<file path="config.mk">
export PLATFORM = sky130hd
export DESIGN_NAME = booth_mul_sched
export DESIGN_NICKNAME = d
export VERILOG_FILES = /design/src/rtl/booth_mul_sched.sv
export SDC_FILE = /design/constraint.sdc
export NUM_CORES = 1
export LEC_CHECK = 0
export CAP_MARGIN = 20
export CORE_AREA = 4 4 80 82
export CTS_CLUSTER_SIZE = 28
export DETAILED_ROUTE_END_ITERATION = 16
export DIE_AREA = 0 0 84 86
export GPL_ROUTABILITY_DRIVEN = 0
export PLACE_DENSITY = 0.69
export SLEW_MARGIN = 20
export SYNTH_ARGS = -nofsm -noshare
export SYNTH_HDL_FRONTEND = slang
export SYNTH_SLANG_ARGS = --single-unit
export TNS_END_PERCENT = 100
</file>
<file path="constraint.sdc">
create_clock -name clk -period 3.2 [get_ports clk]
set_clock_uncertainty 0.1 [all_clocks]
set_input_delay 0.64 -clock clk [delete_from_list [all_inputs] [get_ports clk]]
set_output_delay 0.64 -clock clk [all_outputs]
set_load 0.02 [all_outputs]
</file>
<file path="src/rtl/booth_mul_sched.sv">
// rtl/booth_mul_sched.sv - round-robin shared sequential radix-2 Booth multiplier
module booth_mul_sched #(
    parameter int WIDTH = 6,
    parameter int NREQ  = 4,
    localparam int IDW  = $clog2(NREQ)
) (
    input  logic                    clk,
    input  logic                    rst_n,
    input  logic [NREQ-1:0]         req_valid,
    input  logic [NREQ*WIDTH-1:0]   req_mcand,
    input  logic [NREQ*WIDTH-1:0]   req_mplier,
    output logic [NREQ-1:0]         req_ready,
    output logic                    resp_valid,
    output logic [IDW-1:0]          resp_id,
    output logic [2*WIDTH-1:0]      resp_product,
    input  logic                    resp_ready,
    output logic                    busy
);

    localparam int CW = $clog2(WIDTH + 1);

    typedef enum logic [1:0] {
        S_IDLE,
        S_STEP,
        S_DONE
    } state_t;

    state_t                 state;
    logic [IDW-1:0]         ptr;
    logic [IDW-1:0]         id;
    logic [IDW-1:0]         grant_idx;
    logic                   grant_found;
    logic [IDW-1:0]         cand;
    int                     cand_int;
    logic [WIDTH-1:0]       mc_sel;
    logic [WIDTH-1:0]       mp_sel;

    // A and M carry one guard bit so that -M of the most negative operand is exact.
    logic signed [WIDTH:0]  a;
    logic signed [WIDTH:0]  m;
    logic signed [WIDTH:0]  a_sum;
    logic [WIDTH-1:0]       q;
    logic                   q_prev;
    logic [CW-1:0]          cnt;

    // First requesting index at or above ptr, wrapping around.
    always_comb begin
        grant_found = 1'b0;
        grant_idx   = '0;
        cand        = '0;
        cand_int    = 0;
        for (int i = 0; i < NREQ; i++) begin
            cand_int = int'(ptr) + i;
            if (cand_int >= NREQ) begin
                cand_int = cand_int - NREQ;
            end
            cand = IDW'(cand_int);
            if (!grant_found && req_valid[cand]) begin
                grant_found = 1'b1;
                grant_idx   = cand;
            end
        end
    end

    always_comb begin
        req_ready = '0;
        if (rst_n && (state == S_IDLE) && grant_found) begin
            req_ready[grant_idx] = 1'b1;
        end
    end

    assign mc_sel = req_mcand[grant_idx*WIDTH +: WIDTH];
    assign mp_sel = req_mplier[grant_idx*WIDTH +: WIDTH];

    always_comb begin
        case ({q[0], q_prev})
            2'b10:   a_sum = a - m;
            2'b01:   a_sum = a + m;
            default: a_sum = a;
        endcase
    end

    always_ff @(posedge clk) begin
        if (!rst_n) begin
            state      <= S_IDLE;
            ptr        <= '0;
            id         <= '0;
            a          <= '0;
            m          <= '0;
            q          <= '0;
            q_prev     <= 1'b0;
            cnt        <= '0;
            resp_valid <= 1'b0;
            busy       <= 1'b0;
        end else begin
            case (state)
                S_IDLE: begin
                    if (grant_found) begin
                        m      <= {mc_sel[WIDTH-1], mc_sel};
                        a      <= '0;
                        q      <= mp_sel;
                        q_prev <= 1'b0;
                        cnt    <= '0;
                        id     <= grant_idx;
                        ptr    <= (grant_idx == IDW'(NREQ - 1)) ? '0 : grant_idx + 1'b1;
                        busy   <= 1'b1;
                        state  <= S_STEP;
                    end
                end
                S_STEP: begin
                    // Arithmetic right shift of {A,Q,q_prev}; the sign of the new A is replicated.
                    a      <= {a_sum[WIDTH], a_sum[WIDTH:1]};
                    q      <= {a_sum[0], q[WIDTH-1:1]};
                    q_prev <= q[0];
                    cnt    <= cnt + 1'b1;
                    if (cnt == CW'(WIDTH - 1)) begin
                        resp_valid <= 1'b1;
                        state      <= S_DONE;
                    end
                end
                S_DONE: begin
                    if (resp_ready) begin
                        resp_valid <= 1'b0;
                        busy       <= 1'b0;
                        state      <= S_IDLE;
                    end
                end
                default: begin
                    state <= S_IDLE;
                end
            endcase
        end
    end

    assign resp_id      = id;
    assign resp_product = {a[WIDTH-1:0], q};

endmodule

</file>
After elaboration in Yosys (flattened, before gate mapping)
Cells that the tools add are included.
{"block": "op_classes", "n_eq_ne": 9, "n_shift": 2, "bitwise_logic": 0, "div": 0, "n_reduce_logical": 18, "mul": 1, "add_sub_neg": 11, "n_lt_le_gt_ge": 10, "n_mux": 42}
{"cell": "24-bit by 6-bit variable part select with 6-bit output", "n": 2}
{"cell": "7-bit case mux with 2 select lines", "n": 2}
{"cell": "2-bit two-way mux", "n": 12}
{"cell": "2-bit by 3-bit < comparator with 1-bit output, second input constant", "n": 5}
{"cell": "1-bit two-way mux", "n": 13}
{"cell": "6-bit case mux with 2 select lines", "n": 1}
{"cell": "3-bit >= comparator, second input constant", "n": 3}
{"cell": "3-bit AND reduction", "n": 3}
{"cell": "1-bit binary-select mux with 2-bit select", "n": 4}
{"cell": "2-bit by 1-bit subtractor with 2-bit output, second input constant", "n": 4}
{"cell": "7-bit by 6-bit adder with 7-bit output", "n": 1}
{"cell": "7-bit two-way mux", "n": 1}
{"cell": "7-bit by 6-bit subtractor with 7-bit output", "n": 1}
{"cell": "2-bit by 2-bit adder with 3-bit output, second input constant", "n": 2}
{"cell": "2-bit equality test, second input constant", "n": 3}
{"cell": "1-bit logical AND", "n": 6}
{"cell": "6-bit two-way mux", "n": 1}
{"cell": "2-bit != test, second input constant", "n": 3}
{"cell": "1-bit case mux with 2 select lines", "n": 3}
{"cell": "2-bit case mux with 3 select lines", "n": 1}
{"cell": "3-bit case mux with 2 select lines", "n": 1}
{"cell": "2-bit nonzero test", "n": 3}
{"cell": "2-bit by 1-bit equality test with 1-bit output, second input constant", "n": 2}
{"cell": "2-bit by 2-bit multiplier with 4-bit output, second input constant", "n": 1}
{"cell": "12 further kinds", "n": 15}
{"block": "totals", "reg_bits": 31, "input_bits": 55, "latchBits": 0, "wordCells": 103, "mem_count": 0, "mem_bits_rw": 0, "rom_bits": 0}

Longest topological paths before layout
{"block": "logic_depth", "word_depth": 19, "mapped_depth": 11}

Worst setup path after synthesis
No wires, ideal clock.
{"block": "synth_timing", "kind": "input-to-output", "start": "in req_valid[0]", "end": "out req_ready[0]", "t_required_ns": 2.460, "arrival_time_ns": 1.796, "path_stages": 8, "path_buffers": 2, "slack_ns": 0.664, "cell_sequence": "a21o_1 a21oi_1 o22a_1 buf_6 buf_8 inv_2 ha_1 and3_1"}
{"block": "synth_via", "elab_chain_cells": 17, "word_cells_on_any_way": 29, "classes_between": "2 x order compare; 19 x mux; 8 x reduce/logical"}
{"element": "start: declaration", "line": "9", "source": "input logic [NREQ-1:0] req_valid,"}
{"element": "1-bit binary-select mux with 2-bit select", "line": "58", "source": "if (!grant_found && req_valid[cand]) begin"}
{"element": "1-bit two-way mux (not written as such)", "line": "58"}
{"element": "1-bit two-way mux", "line": "58"}
{"element": "1-bit logical NOT", "line": "58"}
{"element": "1-bit logical AND", "line": "58"}
{"element": "1-bit two-way mux", "line": "58"}
{"element": "1-bit logical NOT", "line": "58"}
{"element": "1-bit logical AND", "line": "58"}
{"element": "(+2 left out)"}
{"element": "1-bit logical AND", "line": "58"}
{"element": "2-bit two-way mux (*)", "line": "58"}
{"element": "named net grant_idx[1]", "line": "31", "source": "logic [IDW-1:0] grant_idx;"}
{"element": "2-bit by 3-bit < comparator with 1-bit output (not written as such) or 2-bit by 1-bit >= comparator with 1-bit output (tied branches)", "line": "68", "source": "req_ready[grant_idx] = 1'b1;"}
{"element": "1-bit logical AND (not written as such)", "line": "68"}
{"element": "1-bit two-way mux (not written as such)", "line": "68"}
{"element": "1-bit demux with 2-bit select (*)", "line": "68"}
{"element": "4-bit two-way mux (*)", "line": "67", "source": "if (rst_n && (state == S_IDLE) && grant_found) begin"}
{"element": "end: declaration", "line": "12", "source": "output logic [NREQ-1:0] req_ready,"}
Mark *: on every way through the listed nets, which the timed path passes. The rest lies on a longest branch. The select of a mux whose other input is x is not followed.

Final worst setup path
{"block": "layout_timing", "start": "in req_valid[1]", "end": "out req_ready[0]"}
{"block": "layout_via", "elab_chain_cells": 17, "word_cells_on_any_way": 29, "classes_between": "2 x order compare; 19 x mux; 8 x reduce/logical"}
{"element": "1-bit binary-select mux with 2-bit select", "line": "58"}
{"element": "1-bit two-way mux (not written as such)", "line": "58"}
{"element": "1-bit two-way mux", "line": "58"}
{"element": "1-bit logical NOT", "line": "58"}
{"element": "1-bit logical AND", "line": "58"}
{"element": "1-bit two-way mux", "line": "58"}
{"element": "1-bit logical NOT", "line": "58"}
{"element": "1-bit logical AND", "line": "58"}
{"element": "1-bit two-way mux", "line": "58"}
{"element": "1-bit logical NOT", "line": "58"}
{"element": "1-bit logical AND", "line": "58"}
{"element": "2-bit two-way mux", "line": "58"}
{"element": "2-bit by 3-bit < comparator with 1-bit output (not written as such) or 2-bit by 1-bit >= comparator with 1-bit output (tied branches)", "line": "68"}
{"element": "1-bit logical AND (not written as such)", "line": "68"}
{"element": "1-bit two-way mux (not written as such)", "line": "68"}
{"element": "1-bit demux with 2-bit select", "line": "68"}
{"element": "4-bit two-way mux (*)", "line": "67"}
Mark *: on every way between the ends. The rest lies on a longest branch, timed or not. The select of a mux whose other input is x is not followed.

==> results.toml <==
[clocking]
tritoncts = "done"
numCtsBuffers = 5
cts_root_buf = "clkbuf_8"
clockBufferDepth = 2
cts.htree.levels = 2
clkTransAtPathRegs_ns = 0.07
clk_latency_ns = 0.28
postCtsSetupBuffers = 0
cts_sinks = 30

[critical_path]
crit_path_top_delay_cell = "clkdlybuf4s50_1"
cp-start-kind = "input pin"
critPathCaptureType = "output port"
rr_worst_depth = 9
r2r_start = "q[0]$_SDFFE_PN0P_"
arrival_ns = 2.33
crit_path_end = "req_ready[0]"
crit_type = "input pin to output port"
cp_top_family = "buffers and inverters"
required_ns = 2.46
startpoint = "req_valid[1]"
timing.rr.end = "a[4]$_SDFFE_PN0P_"
cp_max_fo = 4
cp_num_cells = 7
crit_buf_inv = 2
rrSetupSlack_ns = 0.63
path_cells = "clkdlybuf4s50_1 -> nand2b_1 -> a21oi_1 -> a211o_1 -> ha_1 -> and3_1 -> dlygate4sd2_1"
critPathMaxStageDelay_ns = 0.52

[routing]
firstDrtPassIters = 4
drc = 0
drtIter0Drc = 80
vias_per_cell = 5.20
wl_per_cell_um = 13.4
ant_nets = 0
drt_wl_total_um = 5420
via_count = 2099

[floorplanning]
start_util = 0.385
fp-row-count = 28
io_pins = 75
die_area_mm2 = 0.00722
die_width_um = 84
core_area_mm2 = 0.00575
die_y_um = 86

[synthesis]
synth-edff-count = 0
synth_nets = 322
syn_avg_cell_area_um2 = 8.78
ys_warn_count = 0
netlist_area_mm2 = 0.00221
synth_flop_cell = "dfxtp_1"
synth_seq_area_share = 0.271
ys_async_sr_fraction = 0
postSynthCellCount = 252
ys_ff_latch = 30
synth.distinct_cells = 58

[sta]
max_freq_ghz = 0.326
rsz0062_at_grt = "no"
post-route-period-util = 0.958
hold_viol = 0
worst_slack_ns = 0.134
worst_pin_slew_ns = 0.497
period_needed_ns = 3.07
slew_viol_final = 0
setup_viol = 0
max_slew_margin = 0.667

[power]
p_per_area_mw_per_mm2 = 464
p_comb_frac = 0.360
peakVddDrop_mv = 0.277
switching_share = 0.304
clock_power_share = 0.328
total_power_mw = 1.46
p_switching_mw = 0.446
seqPwrFrac = 0.312
leakagePower_nw = 1.29
p_int_mw = 1.02

[layout]
n_antenna_cell = 0
final_nets = 398
postLayoutCellArea_mm2 = 0.00315
syn_to_final_growth_pct = 42.5
instances_no_fill = 404
layout-drive-gt1-share = 0.0942

[grt]
antenna_found_initial = 0
overflow = 0
grt_pass1_wl_um = 8980
first_global_vias = 1983
track_usage = 0.150
grt_max_degree = 38

[place]
port_buffers = 74
dpl.hpwl_um = 4110
dpl.cell_count = 396
dpl_cell_area_mm2 = 0.00301
place_ws_ns = -0.185

[job]
maxCapViolCount = 0

[min_path]
worstHoldPathType = "flop to flop"

[outcome]
status = "finished clean"
==> registers in the layout, indices dropped and copies added, names as in the netlist <==
name        count
a               6
busy            1
cnt             3
m               6
ptr             2
q               6
q_prev          1
resp_id         2
resp_valid      1
state           2
==> cells in the mapped netlist, types with 2 or more instances <==
library cell  instances  area share
a211o_1               2      0.0079
a21boi_1              6       0.020
a21o_1                4       0.014
a21oi_1               9       0.020
a22o_1                5       0.020
a22oi_1               2      0.0068
a31oi_1               2      0.0057
a32oi_1               2      0.0079
and2_1                5       0.014
and3_1                4       0.011
buf_2                 5       0.011
buf_6                 4       0.020
clkbuf_1              6       0.010
dfxtp_1              30        0.27
ha_1                 14       0.079
inv_1                10       0.017
mux2i_1              26        0.12
nand2_1              21       0.036
nand2b_1              2      0.0057
nand3_1              11       0.025
nor2_1               13       0.022
nor2b_1               7       0.020
o21a_1                2      0.0068
o21ai_0               6       0.014
o21ai_1               5       0.011
o221ai_1             12       0.048
o22ai_1               2      0.0057
xor2_1                5       0.020
==> worst min-delay path: stages (launching register included) <==
cell and delay [ns]:
dfxtp_1 0.31, nand2_1 0.05, a21boi_1 0.05
==> routing by layer <==
metal / global-route usage / share of wire
met4: 0.0482 / 0.0098
met1: 0.193 / 0.47
met5: 0 / 0
met2: 0.239 / 0.45
met3: 0.0480 / 0.070
==> worst min path at each step <==
stage / startpoint / end / slack [ns] / cells after the start
4_1_cts: resp_id[0]$_SDFFE_PN0P_ / resp_id[0]$_SDFFE_PN0P_ / 0.36 / 2
5_1_grt: resp_id[1]$_SDFFE_PN0P_ / resp_id[1]$_SDFFE_PN0P_ / 0.38 / 2
3_3_place_gp: resp_id[1]$_SDFFE_PN0P_ / resp_id[1]$_SDFFE_PN0P_ / 0.35 / 2
3_5_place_dp: resp_id[0]$_SDFFE_PN0P_ / resp_id[0]$_SDFFE_PN0P_ / 0.35 / 2
6_report: resp_id[0]$_SDFFE_PN0P_ / resp_id[0]$_SDFFE_PN0P_ / 0.36 / 2
2_1_floorplan: q_prev$_SDFFE_PN0P_ / q_prev$_SDFFE_PN0P_ / 0.35 / 2
==> power groups by stage <==
| stage | Combinational, mW | Sequential [mW] | Clock, mW |
|---|---|---|---|
| 6_report | 0.527 | 0.456 | 0.480 |
| 3_3_place_gp | 0.525 | 0.462 | 0 |
| 2_1_floorplan | 0.340 | 0.476 | 0 |
| 3_5_place_dp | 0.531 | 0.464 | 0 |
| 5_1_grt | 0.584 | 0.463 | 0.509 |
| 4_1_cts | 0.531 | 0.456 | 0.490 |
==> cell usage in the layout (no fill, tap or decap), types with 6 or more instances in the layout <==
master / Yosys / final
o21ai_0: 6 / 6
a21boi_1: 6 / 6
inv_1: 10 / 10
a21oi_1: 9 / 9
clkdlybuf4s50_1: 0 / 69
mux2i_1: 26 / 26
nor2b_1: 7 / 7
ha_1: 14 / 14
buf_4: 0 / 12
nand3_1: 11 / 11
nand2_1: 21 / 21
nor2_1: 13 / 13
o221ai_1: 12 / 12
clkbuf_8: 0 / 6
dfxtp_1: 30 / 30
==> area by class of cell <==
type	count	area (um2)
clock buffers	6	82.6
clock inverters	2	60.1
fillers	568	2590
inverters	12	46.3
multi-input cells	193	1440
flip-flops and latches	30	601
well taps	75	93.8
repair buffers	86	830
==> metrics by stage <==
stage	TNS, ns	utilization	hold slack [ns]
floorplan	0	-	0.350
global placement	-0.519	0.524	0.345
detailed placement	-0.690	0.524	0.352
CTS	0	0.548	0.363
global route	0	0.549	0.383
finish	0	0.549	0.356
==> what timing repair did <==
action | in CTS | in global routing
pin swaps | 0 | 1
hold buffers | 0 | 0
resized for setup | 5 | 2
endpoints found under the setup margin | 4 | 1
==> kinds of logic after synthesis <==
family | after synthesis | synth area share
AND/OR/NAND/NOR | 78 | 0.199
AO/OA/AOI/OAI | 68 | 0.221
flip-flops | 30 | 0.271
buffers and inverters | 29 | 0.0786
multiplexers | 27 | 0.123
adder cells (fa/ha/maj) | 15 | 0.0882
XOR/XNOR | 5 | 0.0198
No activity file was read; power rests on OpenSTA's default activity.
